==> src/rtl/counter_chain_sequencer_pkg.sv <==
// -----------------------------------------------------------------------------
// counter_seq_pkg
// Shared definitions for the counter chain run sequencer:
//   - seq_state_t : run-controller state, explicit 3-bit encoding
//   - STATE_W     : width of the state encoding
//   - CLEAR_CYCLES_DEFAULT : default number of cycles chain_clr is held
// -----------------------------------------------------------------------------
package counter_seq_pkg;

    localparam int STATE_W              = 3;
    localparam int CLEAR_CYCLES_DEFAULT = 2;

    typedef enum logic [STATE_W-1:0] {
        IDLE    = 3'd0,
        CLEAR   = 3'd1,
        RUN     = 3'd2,
        CAPTURE = 3'd3,
        DONE    = 3'd4
    } seq_state_t;

endpackage

==> src/rtl/counter_chain_sequencer_if.sv <==
// -----------------------------------------------------------------------------
// counter_chain_sequencer_if
// Host-side bundle of the counter chain sequencer.
//   start        : run request (host -> sequencer)
//   run_len      : number of enabled chain cycles, latched with start
//   abort        : synchronous abort
//   result_ready : host accepts result/cycles_run
//   busy         : sequencer not idle
//   err_len      : one-cycle pulse, start seen with run_len == 0
//   result       : captured chain count
//   cycles_run   : number of cycles the chain was actually enabled
//   result_valid : result/cycles_run valid
// Optional (macro SEQ_PAUSE_EN):
//   pause        : freeze the chain while running
//   pause_cycles : saturating count of paused run cycles
// Modports: master = host side, slave = sequencer side.
// -----------------------------------------------------------------------------
interface counter_chain_sequencer_if #(
    parameter int COUNT_W = 16,
    parameter int RUN_W   = 32
);

    logic               start;
    logic [RUN_W-1:0]   run_len;
    logic               abort;
    logic               result_ready;
    logic               busy;
    logic               err_len;
    logic [COUNT_W-1:0] result;
    logic [RUN_W-1:0]   cycles_run;
    logic               result_valid;
`ifdef SEQ_PAUSE_EN
    logic               pause;
    logic [RUN_W-1:0]   pause_cycles;
`endif

    modport master (
        output start,
        output run_len,
        output abort,
        output result_ready,
        input  busy,
        input  err_len,
        input  result,
        input  cycles_run,
        input  result_valid
`ifdef SEQ_PAUSE_EN
        ,
        output pause,
        input  pause_cycles
`endif
    );

    modport slave (
        input  start,
        input  run_len,
        input  abort,
        input  result_ready,
        output busy,
        output err_len,
        output result,
        output cycles_run,
        output result_valid
`ifdef SEQ_PAUSE_EN
        ,
        input  pause,
        output pause_cycles
`endif
    );

endinterface

==> src/rtl/counter_chain_sequencer_down_counter.sv <==
// -----------------------------------------------------------------------------
// seq_down_counter
// Loadable down-counter with enable and zero flag. Load has priority over
// decrement; the count holds at zero instead of wrapping.
//   clk      : clock, rising edge
//   reset    : asynchronous active-low reset (count -> 0)
//   load     : load load_val this edge
//   load_val : value to load
//   en       : decrement this edge
//   count    : current count
//   zero     : count == 0
// -----------------------------------------------------------------------------
module seq_down_counter #(
    parameter int W = 32
) (
    input  logic         clk,
    input  logic         reset,
    input  logic         load,
    input  logic [W-1:0] load_val,
    input  logic         en,
    output logic [W-1:0] count,
    output logic         zero
);

    always_ff @(posedge clk or negedge reset) begin
        if (!reset) begin
            count <= '0;
        end else if (load) begin
            count <= load_val;
        end else if (en && (count != '0)) begin
            count <= count - W'(1);
        end
    end

    assign zero = (count == '0);

endmodule

==> src/rtl/counter_chain_sequencer.sv <==
// -----------------------------------------------------------------------------
// counter_chain_sequencer
// Run controller for a chained counter datapath. A start request clears the
// chain for CLEAR_CYCLES cycles, enables it for exactly run_len cycles, then
// snapshots the last-stage count and offers it on a valid/ready handshake.
//
// Ports:
//   clk         : clock, rising edge
//   reset       : asynchronous active-low reset
//   host        : counter_chain_sequencer_if.slave (start/run_len/abort,
//                 busy/err_len, result/cycles_run/result_valid/result_ready)
//   chain_clr   : synchronous clear to the counter chain
//   chain_en    : count enable to the first chain stage
//   chain_count : last-stage count from the chain
//
// Optional feature, macro SEQ_PAUSE_EN: host.pause freezes the run (chain_en
// low, remaining/elapsed held) and host.pause_cycles counts paused cycles.
// -----------------------------------------------------------------------------
module counter_chain_sequencer
    import counter_seq_pkg::*;
#(
    parameter int COUNT_W      = 16,
    parameter int RUN_W        = 32,
    parameter int CLEAR_CYCLES = CLEAR_CYCLES_DEFAULT
) (
    input  logic                clk,
    input  logic                reset,
    counter_chain_sequencer_if.slave host,
    output logic                chain_clr,
    output logic                chain_en,
    input  logic [COUNT_W-1:0]  chain_count
);

    seq_state_t       state;
    logic [RUN_W-1:0] run_len_q;
    logic [RUN_W-1:0] elapsed;

    logic             cnt_load;
    logic [RUN_W-1:0] cnt_load_val;
    logic             cnt_en;
    logic [RUN_W-1:0] cnt_count;
    logic             cnt_zero;
    logic             run_last;
    logic             pause_now;

`ifdef SEQ_PAUSE_EN
    assign pause_now = host.pause;
`else
    assign pause_now = 1'b0;
`endif

    // One counter times the clear phase and then holds the remaining enabled
    // cycles of the run phase.
    seq_down_counter #(
        .W (RUN_W)
    ) u_down (
        .clk      (clk),
        .reset    (reset),
        .load     (cnt_load),
        .load_val (cnt_load_val),
        .en       (cnt_en),
        .count    (cnt_count),
        .zero     (cnt_zero)
    );

    // The enabled cycle now in progress is the last one of the run.
    assign run_last = chain_en && (cnt_count == RUN_W'(1));

    always_comb begin
        cnt_load     = 1'b0;
        cnt_load_val = '0;
        cnt_en       = 1'b0;
        if (!host.abort) begin
            case (state)
                IDLE: begin
                    if (host.start && (host.run_len != '0)) begin
                        // Loaded with N-1 so the zero flag marks the final clear cycle.
                        cnt_load     = 1'b1;
                        cnt_load_val = RUN_W'(CLEAR_CYCLES - 1);
                    end
                end
                CLEAR: begin
                    if (cnt_zero) begin
                        cnt_load     = 1'b1;
                        cnt_load_val = run_len_q;
                    end else begin
                        cnt_en = 1'b1;
                    end
                end
                RUN: begin
                    // Only cycles in which the chain was really enabled count down.
                    cnt_en = chain_en;
                end
                default: begin
                end
            endcase
        end
    end

    always_ff @(posedge clk or negedge reset) begin
        if (!reset) begin
            state             <= IDLE;
            run_len_q         <= '0;
            elapsed           <= '0;
            chain_clr         <= 1'b0;
            chain_en          <= 1'b0;
            host.busy         <= 1'b0;
            host.err_len      <= 1'b0;
            host.result       <= '0;
            host.cycles_run   <= '0;
            host.result_valid <= 1'b0;
`ifdef SEQ_PAUSE_EN
            host.pause_cycles <= '0;
`endif
        end else begin
            host.err_len <= 1'b0;
            if (host.abort) begin
                // Abort beats every transition, including a start in IDLE;
                // the captured result registers are left untouched.
                state             <= IDLE;
                chain_clr         <= 1'b0;
                chain_en          <= 1'b0;
                host.busy         <= 1'b0;
                host.result_valid <= 1'b0;
            end else begin
                case (state)
                    IDLE: begin
                        if (host.start) begin
                            if (host.run_len != '0) begin
                                state     <= CLEAR;
                                run_len_q <= host.run_len;
                                elapsed   <= '0;
                                chain_clr <= 1'b1;
                                host.busy <= 1'b1;
`ifdef SEQ_PAUSE_EN
                                host.pause_cycles <= '0;
`endif
                            end else begin
                                host.err_len <= 1'b1;
                            end
                        end
                    end
                    CLEAR: begin
                        if (cnt_zero) begin
                            state     <= RUN;
                            chain_clr <= 1'b0;
                            chain_en  <= 1'b1;
                        end
                    end
                    RUN: begin
                        if (chain_en) begin
                            elapsed <= elapsed + RUN_W'(1);
                        end
                        if (run_last) begin
                            // chain_en falls on the same edge remaining hits zero.
                            state    <= CAPTURE;
                            chain_en <= 1'b0;
                        end else begin
                            chain_en <= !pause_now;
`ifdef SEQ_PAUSE_EN
                            if (pause_now && (host.pause_cycles != '1)) begin
                                host.pause_cycles <= host.pause_cycles + RUN_W'(1);
                            end
`endif
                        end
                    end
                    CAPTURE: begin
                        // The chain took its last enable on the previous edge,
                        // so chain_count is final here.
                        state             <= DONE;
                        host.result       <= chain_count;
                        host.cycles_run   <= elapsed;
                        host.result_valid <= 1'b1;
                    end
                    DONE: begin
                        if (host.result_ready) begin
                            state             <= IDLE;
                            host.busy         <= 1'b0;
                            host.result_valid <= 1'b0;
                        end
                    end
                    default: begin
                        state             <= IDLE;
                        chain_clr         <= 1'b0;
                        chain_en          <= 1'b0;
                        host.busy         <= 1'b0;
                        host.result_valid <= 1'b0;
                    end
                endcase
            end
        end
    end

endmodule

==> src/flat_wrapper.sv <==
// flat-port wrapper written by rule: the top's interface ports become plain ports
module counter_chain_sequencer_flat import counter_seq_pkg::*;
#(
    parameter int COUNT_W      = 16,
    parameter int RUN_W        = 32,
    parameter int CLEAR_CYCLES = CLEAR_CYCLES_DEFAULT
)
  (clk, reset, chain_clr, chain_en, chain_count, host_start, host_run_len, host_abort, host_result_ready, host_busy, host_err_len, host_result, host_cycles_run, host_result_valid);
  counter_chain_sequencer_if #(.COUNT_W(COUNT_W), .RUN_W(RUN_W)) host_i ();
  input  logic clk;
  input  logic reset;
  output logic chain_clr;
  output logic chain_en;
  input  logic [COUNT_W-1:0] chain_count;
  input wire logic [$bits(host_i.start)-1:0] host_start;
  input wire logic [$bits(host_i.run_len)-1:0] host_run_len;
  input wire logic [$bits(host_i.abort)-1:0] host_abort;
  input wire logic [$bits(host_i.result_ready)-1:0] host_result_ready;
  output wire logic [$bits(host_i.busy)-1:0] host_busy;
  output wire logic [$bits(host_i.err_len)-1:0] host_err_len;
  output wire logic [$bits(host_i.result)-1:0] host_result;
  output wire logic [$bits(host_i.cycles_run)-1:0] host_cycles_run;
  output wire logic [$bits(host_i.result_valid)-1:0] host_result_valid;
  assign host_i.start = host_start;
  assign host_i.run_len = host_run_len;
  assign host_i.abort = host_abort;
  assign host_i.result_ready = host_result_ready;
  assign host_busy = host_i.busy;
  assign host_err_len = host_i.err_len;
  assign host_result = host_i.result;
  assign host_cycles_run = host_i.cycles_run;
  assign host_result_valid = host_i.result_valid;
  counter_chain_sequencer #(.COUNT_W(COUNT_W), .RUN_W(RUN_W), .CLEAR_CYCLES(CLEAR_CYCLES)) u_core (.clk(clk), .reset(reset), .host(host_i), .chain_clr(chain_clr), .chain_en(chain_en), .chain_count(chain_count));
endmodule
==> config.mk <==
export PLATFORM = sky130hd
export DESIGN_NAME = counter_chain_sequencer_flat
export DESIGN_NICKNAME = d
export VERILOG_FILES = /design/src/rtl/counter_chain_sequencer_pkg.sv /design/src/rtl/counter_chain_sequencer_if.sv /design/src/rtl/counter_chain_sequencer_down_counter.sv /design/src/rtl/counter_chain_sequencer.sv /design/src/flat_wrapper.sv
export SDC_FILE = /design/constraint.sdc
export NUM_CORES = 1
export LEC_CHECK = 0
export ABC_AREA = 0
export ABC_CLOCK_PERIOD_IN_PS = 2200
export CAP_MARGIN = 20
export CORE_MARGIN = 8
export CORE_UTILIZATION = 41
export DETAILED_ROUTE_END_ITERATION = 10
export PLACE_DENSITY = 0.65
export SLEW_MARGIN = 10
export SYNTH_ARGS = -nofsm -noshare
export SYNTH_HDL_FRONTEND = slang
export SYNTH_SLANG_ARGS = --single-unit
export TNS_END_PERCENT = 1
==> constraint.sdc <==
create_clock -name clk -period 2.2 [get_ports clk]
set_clock_uncertainty 0.1 [all_clocks]
set_input_delay 0.22 -clock clk [delete_from_list [all_inputs] [get_ports clk]]
set_output_delay 0.22 -clock clk [all_outputs]
set_load 0.01 [all_outputs]
======== Word level (Yosys, flattened, before mapping) ========
Index checks and enable logic that the tools add are counted.
storage, ports and cells
  flip-flop bits (word level) ............. 152
  bits of input ports ..................... 53
  output and inout port bits .............. 53
  word-level logic and storage cells ...... 94
operators by class
  add/sub/neg operators ................... 2
  eq/ne operators ......................... 17
  multiplexer cells ....................... 42
  bitwise gates (word level) .............. 1
  reductions and logical operators ........ 21
operators with widths
  cell                   count
  $mux 32                7
  $pmux 32 s2            2
  $reduce_bool 32->1     2
  $add 32x1->32 const B  1
  $eq 32x1->1 const B    1
  $logic_not 32->1       1
  $sub 32x1->32 const B  1
  $mux 1                 20
  $mux 3                 6
  $pmux 3 s5             1
  $ne 2x1->1 const B     6
  $pmux 1 s3             4
  $reduce_and 4->1       3
  $reduce_or 3->1        4
  $reduce_and 5->1       2
  $ne 3x2->1 const B     3
  $eq 3x2->1 const B     2
  $ne 3x3->1 const B     2
  $reduce_and 2->1       3
  $pmux 1 s2             2
  $reduce_bool 2->1      2
  $eq 3x1->1 const B     1
  $eq 3x3->1 const B     1
  $logic_and 1x1->1      3
  other kinds (3)        3

======== Logic depth before layout (Yosys ltp) ========
Gate-level depths: netlist (run 1).
  depth after elaboration ................. 7
  mapped depth ............................ 10
  mapped depth without buffers ............ 8

======== Modules after synthesis ========
Synthesis (run 1) repeated with hierarchy kept, for this count alone.
second synthesis, totals
  cells, all modules ...................... 703
  area total of the unflattened synthesis .. 7,664.9 um2
by module, submodules not included
  module                   instances  cells an instance  area an instance (um2)  seq. area each (um2)
  counter_chain_sequencer  1          479                5,597.9                 3,002.9
  seq_down_counter         1          224                2,067.0                 800.8

======== Worst setup path before layout (run 1) ========
Ideal clock, no wire load.
  kind .................................... register -> register
  start point ............................. register u_core.u_down.count[26]
  end point ............................... register u_core.u_down.count[31]
  setup time .............................. 0.086 ns
  data arrival time ....................... 2.106 ns
  required time ........................... 2.014 ns
  setup slack ............................. -0.092 ns
  stages on the path, launching flop included .. 7
  buffers on the path ..................... 0
  cell sequence ........................... dfrtp_1 -> or4_1 -> or3_1 -> nand3b_1 -> nor4b_2 -> mux2_1 -> nor3_1
between the ends
  cells in the longest elaborated chain, start to end .. 6
RTL lines
  element                                                line                                        text
  start: declaration                                     counter_chain_sequencer_down_counter.sv:21  output logic [W-1:0] count,
  start signal: assignment                               counter_chain_sequencer_down_counter.sv:29  count <= load_val;
  start signal: assignment                               counter_chain_sequencer_down_counter.sv:31  count <= count - W'(1);
  branches (longest 6 deep; another with $sub 32x1->32)  --
Parallel ways; which one is timed is not known. The select of a mux whose other input is x is not followed.
A chain may end at the register's enable or synchronous reset.

======== Worst setup path after layout (run 1) ========
  start point ............................. register u_core.u_down.count[24]
  end point ............................... register u_core.u_down.count[31]
The elaborated chain is that of the path after synthesis.

==> results of run 1 <==
==> synthesized netlist by cell type, types with 6 or more instances <==
| master | n |
|---|---|
| sky130_fd_sc_hd__buf_2 | 12 |
| sky130_fd_sc_hd__nor3_1 | 28 |
| sky130_fd_sc_hd__mux2_2 | 49 |
| sky130_fd_sc_hd__a311oi_1 | 7 |
| sky130_fd_sc_hd__nor2_1 | 65 |
| sky130_fd_sc_hd__o21ai_1 | 21 |
| sky130_fd_sc_hd__a211oi_1 | 7 |
| sky130_fd_sc_hd__clkbuf_1 | 15 |
| sky130_fd_sc_hd__xor2_1 | 20 |
| sky130_fd_sc_hd__o21ai_0 | 13 |
| sky130_fd_sc_hd__and4_1 | 6 |
| sky130_fd_sc_hd__or3_1 | 7 |
| sky130_fd_sc_hd__nand3_1 | 17 |
| sky130_fd_sc_hd__dfrtp_1 | 152 |
| sky130_fd_sc_hd__xnor2_1 | 11 |
| sky130_fd_sc_hd__inv_1 | 8 |
| sky130_fd_sc_hd__nand4_1 | 17 |
| sky130_fd_sc_hd__and3_1 | 16 |
| sky130_fd_sc_hd__nor4_1 | 17 |
| sky130_fd_sc_hd__nand2_1 | 120 |
| sky130_fd_sc_hd__a21oi_1 | 26 |
==> worst register-to-register path, cell delays in order (launching register included) <==
cell,delay (ns)
sky130_fd_sc_hd__dfrtp_1,0.39
sky130_fd_sc_hd__or4_1,0.54
sky130_fd_sc_hd__or3_4,0.35
sky130_fd_sc_hd__nand3b_1,0.20
sky130_fd_sc_hd__nor4b_2,0.26
sky130_fd_sc_hd__mux2_2,0.38
sky130_fd_sc_hd__nor3_2,0.13
==> final cells by class <==
type,instances,area (um^2)
clock buffer,17,425.4
multi-input combinational,521,3541
fill,1390,6877
tap,225,281.5
sequential,152,3806
clock inverter,15,181.4
inverter,8,30.03
timing repair buffer,246,2215
==> power by group through the flow <==
stage | combinational, uW | clock (uW) | sequential [uW]
floorplan | 2400 | 0 | 3890
global placement | 4980 | 0 | 3860
detailed placement | 5050 | 0 | 3890
CTS | 5250 | 3090 | 3870
global route | 5930 | 3200 | 3960
finish | 5490 | 3040 | 3890
==> stage by stage <==
stage | hold WS [ns] | worst slack, ns
floorplan | -0.1756 | -0.09245
global placement | 0.1168 | -0.5389
detailed placement | 0.1315 | -0.6011
CTS | 0.2475 | -0.1877
global route | 0.2687 | -0.3069
finish | 0.2222 | -0.2346
==> what timing repair did <==
item / in CTS / in global routing
endpoints found under the setup margin: 59 / 67
pin swaps: 0 / 6
hold buffers: 1 / 0
resized for setup: 21 / 30
endpoints found under the hold margin: 49 / 0
==> worst paths after layout <==
path / cells after the start / startpoint / end
setup / recovery: 6 / u_core.u_down.count[24] / u_core.u_down.count[31]
hold / removal: 2 / reset / u_core.run_len_q[12]
setup reg to reg: 6 / u_core.u_down.count[24] / u_core.u_down.count[31]
hold reg to reg: 2 / u_core.run_len_q[13] / u_core.run_len_q[13]
max in group asynchronous: 3 / reset / u_core.u_down.count[3]
min in group clk: 2 / chain_count[0] / u_core.host.result[0]
==> registers in the layout (all words and copies together) (netlist names) <==
register / count
u_core.host.err_len: 1
u_core.state: 3
u_core.run_len_q: 32
u_core.host.cycles_run: 32
u_core.host.result_valid: 1
u_core.host.busy: 1
u_core.host.result: 16
u_core.elapsed: 32
u_core.u_down.count: 32
u_core.chain_clr: 1
u_core.chain_en: 1
==> metal layers <==
metal | global-route usage (%) | share of wire [%] | vias up
met2 | 33.15 | 50 | 174
met5 | 0 | 0 | -
li1 | - | - | 3029
met4 | 7.269 | 2.1 | 0
met3 | 4.157 | 4.8 | 39
met1 | 25.89 | 43 | 3277
==> layout by cell type, fill, tap and decap left out, types with 5 or more instances in the layout <==
master and count:
sky130_fd_sc_hd__dfrtp_1 150, sky130_fd_sc_hd__buf_4 127, sky130_fd_sc_hd__nand2_1 119, sky130_fd_sc_hd__clkdlybuf4s50_1 104, sky130_fd_sc_hd__nor2_1 63, sky130_fd_sc_hd__mux2_2 50, sky130_fd_sc_hd__nor3_1 26, sky130_fd_sc_hd__a21oi_1 23
sky130_fd_sc_hd__xor2_1 20, sky130_fd_sc_hd__o21ai_1 19, sky130_fd_sc_hd__nand4_1 17, sky130_fd_sc_hd__clkbuf_16 17, sky130_fd_sc_hd__and3_1 16, sky130_fd_sc_hd__nand3_1 15, sky130_fd_sc_hd__nor4_1 12, sky130_fd_sc_hd__o21ai_0 12
sky130_fd_sc_hd__xnor2_1 11, sky130_fd_sc_hd__inv_1 8, sky130_fd_sc_hd__buf_6 8, sky130_fd_sc_hd__nor4_2 7, sky130_fd_sc_hd__a211oi_1 7, sky130_fd_sc_hd__nor3b_2 6, sky130_fd_sc_hd__a311oi_1 6, sky130_fd_sc_hd__buf_12 6
sky130_fd_sc_hd__nor4_4 5, sky130_fd_sc_hd__or3_1 5, sky130_fd_sc_hd__and2_1 5, sky130_fd_sc_hd__inv_8 5
==> cell families (layout without fill, tap and decap cells) <==
group / count (synthesis) / in the layout / share of synthesized area (%)
AO/OA/AOI/OAI: 100 / 100 / 8.848
XOR/XNOR: 31 / 31 / 3.721
adder cells (fa/ha/maj): 3 / 3 / 0.5145
buffers and inverters: 41 / 286 / 2.520
flip-flops: 152 / 152 / 52.13
multiplexers: 53 / 53 / 8.162
AND/OR/NAND/NOR: 334 / 334 / 24.11
==> results.md, run 1 <==
Critical path:
- Traced cell by cell, the critical path runs through or4_1, or3_4, nand3b_1, nor4b_2, mux2_2, nor3_2.
- The sum of buffers and inverters on the critical path is 0.
- STA puts the critical path data required time at between 2 and 2.5 ns.
- The critical path class is reg -> reg.
- For this design, the slowest cell found on the critical path is sky130_fd_sc_hd__or4_1.
- On the critical path the largest part of the delay comes from simple AND/OR/NAND/NOR gates.
- The worst-case register-to-register setup slack is -0.23 ns.
- The type of origin of the critical path is a flop.
- The top fanout value on the critical path is 2.
- The sort of element at the end of the critical path is a flop.
- The maximum single-stage delay on the critical path is ~0.54 ns.
- The worst endpoint data arrival time is between 2 and 3 ns.

Power:
- For this design the ratio of total power to cell area is roughly 1200 nW/um^2.
- The internal portion of the total power is 7843 uW.
- In this run, the clock network consumes 24.5% of the power.
- VDD sags by at most just under 0.0007 V.
- The overall power is 12420 uW.
- The logic gate share of total power is 44.2%.
- The static leakage is 0.004875 uW.
- The share of total power in sequential cells is between 30% and 40%.
- The net switching power is 4573 uW.
- In this run switching power makes up 36.83% of total power.

Global route:
- The combined global-route utilization of all metal layers is 20.20%.
- Entering global routing, the biggest net connects 54 pins.
- The number of antenna violations at the first check in global routing is 0.
- The number of global-route vias before repair was 6700.
- The final global-route overflow total is 0.
- The first global-routing pass estimated 35600 um of wire.

Logic synthesis:
- Counting every instance in the synthesized netlist gives about 710.
- The total number of yosys warnings is 0.
- The sequential share of the synthesized area is 52.13%.
- Yosys attributes the largest share of cell area to sky130_fd_sc_hd__dfrtp_1 (52%), sky130_fd_sc_hd__mux2_2 (7.6%), sky130_fd_sc_hd__nand2_1 (6.2%).
- The netlist area before placement is between 7000 and 8000 um^2.
- The mean cell area of the mapped netlist is just over 10 um^2.
- The post-synthesis cell type count is 60.
- The number of flip-flops and latches in the synthesized netlist is 152.
- The fraction of synthesized cell area taken by the top area cell type is 52.13%.
- The post-synthesis cell type with the largest combined area is sky130_fd_sc_hd__dfrtp_1.
- In the synthesized netlist the async set-or-reset flop fraction comes to 100.0%.
- The prevailing post-synth register cell is sky130_fd_sc_hd__dfrtp_1.
- The number of nets handed over by synthesis was 770.
- The synthesized design contains 0 enable-type register cells.

Timing:
- The final critical path takes up 110.7% of the cycle.
- The number of pins exceeding their max-slew limit in the final report is 0.
- The least setup slack across all paths after layout is -0.2346 ns.
- The peak clock frequency supported by timing is 0.4108 GHz.
- For the final routed database, the setup TNS stands at -0.8726 ns.
- Subtracting the final worst setup slack from the clock period gives 2.435 ns.
- The transition time of the tightest slew-check pin is between 0.5 and 0.6 ns.
- The final hold violation count is 0.
- Setup repair after global routing could not meet its margin everywhere.
- The relative slew slack is 62.76%.
- The count of endpoints failing setup in the final report is 12.

Layout:
- The final design area excluding fillers is 10480 um^2.
- For this run, the post-layout net count is between 1000 and 1500.
- Measured on the finished design, the core utilization comes to 60.38%.
- From synthesis to final layout, the design area changed by 43.62%.
- The proportion of layout cells with a drive suffix above 1 is between 20% and 30%.
- The number of inserted diodes is 0.
- The finished layout holds ~1200 standard cells, fillers aside.

Floorplan:
- In this run the count of I/O pins placed on the die edge is 106.
- The overall die width is 149.4 um.
- The starting density of the core is between 40% and 50%.
- The die height is 149.4 um.
- The die covers 22320 um^2.
- In this run the standard cell core region covers roughly 17000 um^2.
- The number of standard-cell rows in the floorplan is 48.

Route:
- For this run, the detailed router's first-pass iteration total came to 5.
- The via count is around 6500.
- Wires add up to 22040 um.
- The total DRC errors in the routed layout is 0.
- The count of routing violations after the opening detailed-route iteration is 539.
- In the final routed layout, each cell accounts on average for 18.62 um.
- Dividing the detail-routed via count by the number of cells gives between 5 and 6.
- The number of nets with antenna violations after detailed routing is 0.

Placement:
- The number of cells after detailed placement is roughly 1200.
- The cell area after placement is 9629 um^2.
- At the end of routability-driven placement, the weighted congestion stood at 0.9319.
- Buffers placed on the I/O ports in this run total 105.
- The half-perimeter wire length after detailed placement is 16360 um.

Clock tree:
- The number of buffers on the longest clock path is 2.
- The post-CTS setup buffer count is 0.
- Clock tree synthesis found a total of 152 sinks.
- The H-tree was split into 4 levels.
- The root buffer cell chosen for the clock tree is sky130_fd_sc_hd__clkbuf_16.
- TritonCTS created 17 clock buffers.
- The clock insertion delay at the later pin of the skew report is 0.44 ns.
- After clock tree synthesis, the clock-pin slew on the worst setup and hold paths is 0.07 ns.
- The clock tree from TritonCTS is done.

Worst hold path:
- The class of the worst hold path is in -> async.

Run:
- The total of max-cap violations is 0.

Outcome:
- The final reports fail on negative setup slack.
- The run finished, with violations left.
Note: power is estimated with default switching activity, not from simulation.
==> run 2: changes to the inputs <==
--- a/config.mk
+++ b/config.mk
@@ -10,6 +10,7 @@
 export CAP_MARGIN = 20
 export CORE_MARGIN = 8
 export CORE_UTILIZATION = 41
+export CTS_BUF_LIST = sky130_fd_sc_hd__clkbuf_8 sky130_fd_sc_hd__clkbuf_16
 export DETAILED_ROUTE_END_ITERATION = 10
 export PLACE_DENSITY = 0.65
 export SLEW_MARGIN = 10
==> results of run 2 <==
The final DEF is identical to that of run 1; final timing and power are the same.
==> run 3: changes to the inputs <==
--- a/config.mk
+++ b/config.mk
@@ -12,6 +12,7 @@
 export CORE_UTILIZATION = 41
 export CTS_BUF_LIST = sky130_fd_sc_hd__clkbuf_8 sky130_fd_sc_hd__clkbuf_16
 export DETAILED_ROUTE_END_ITERATION = 10
+export HOLD_SLACK_MARGIN = 0.08
 export PLACE_DENSITY = 0.65
 export SLEW_MARGIN = 10
 export SYNTH_ARGS = -nofsm -noshare
==> constraint.sdc (replaced) <==
create_clock -name clk -period 2.2 [get_ports clk]
set_clock_uncertainty 0.1 [all_clocks]
set_input_delay 0.22 -clock clk [delete_from_list [all_inputs] [get_ports clk]]
set_output_delay 0.22 -clock clk [all_outputs]
set_load 0.02 [all_outputs]
==> results of run 3 <==
Same layout as run 1 (identical final DEF). Status: complete, but fails checks: negative setup slack.
Main changes from that run: total power 12420 uW -> 12510 uW
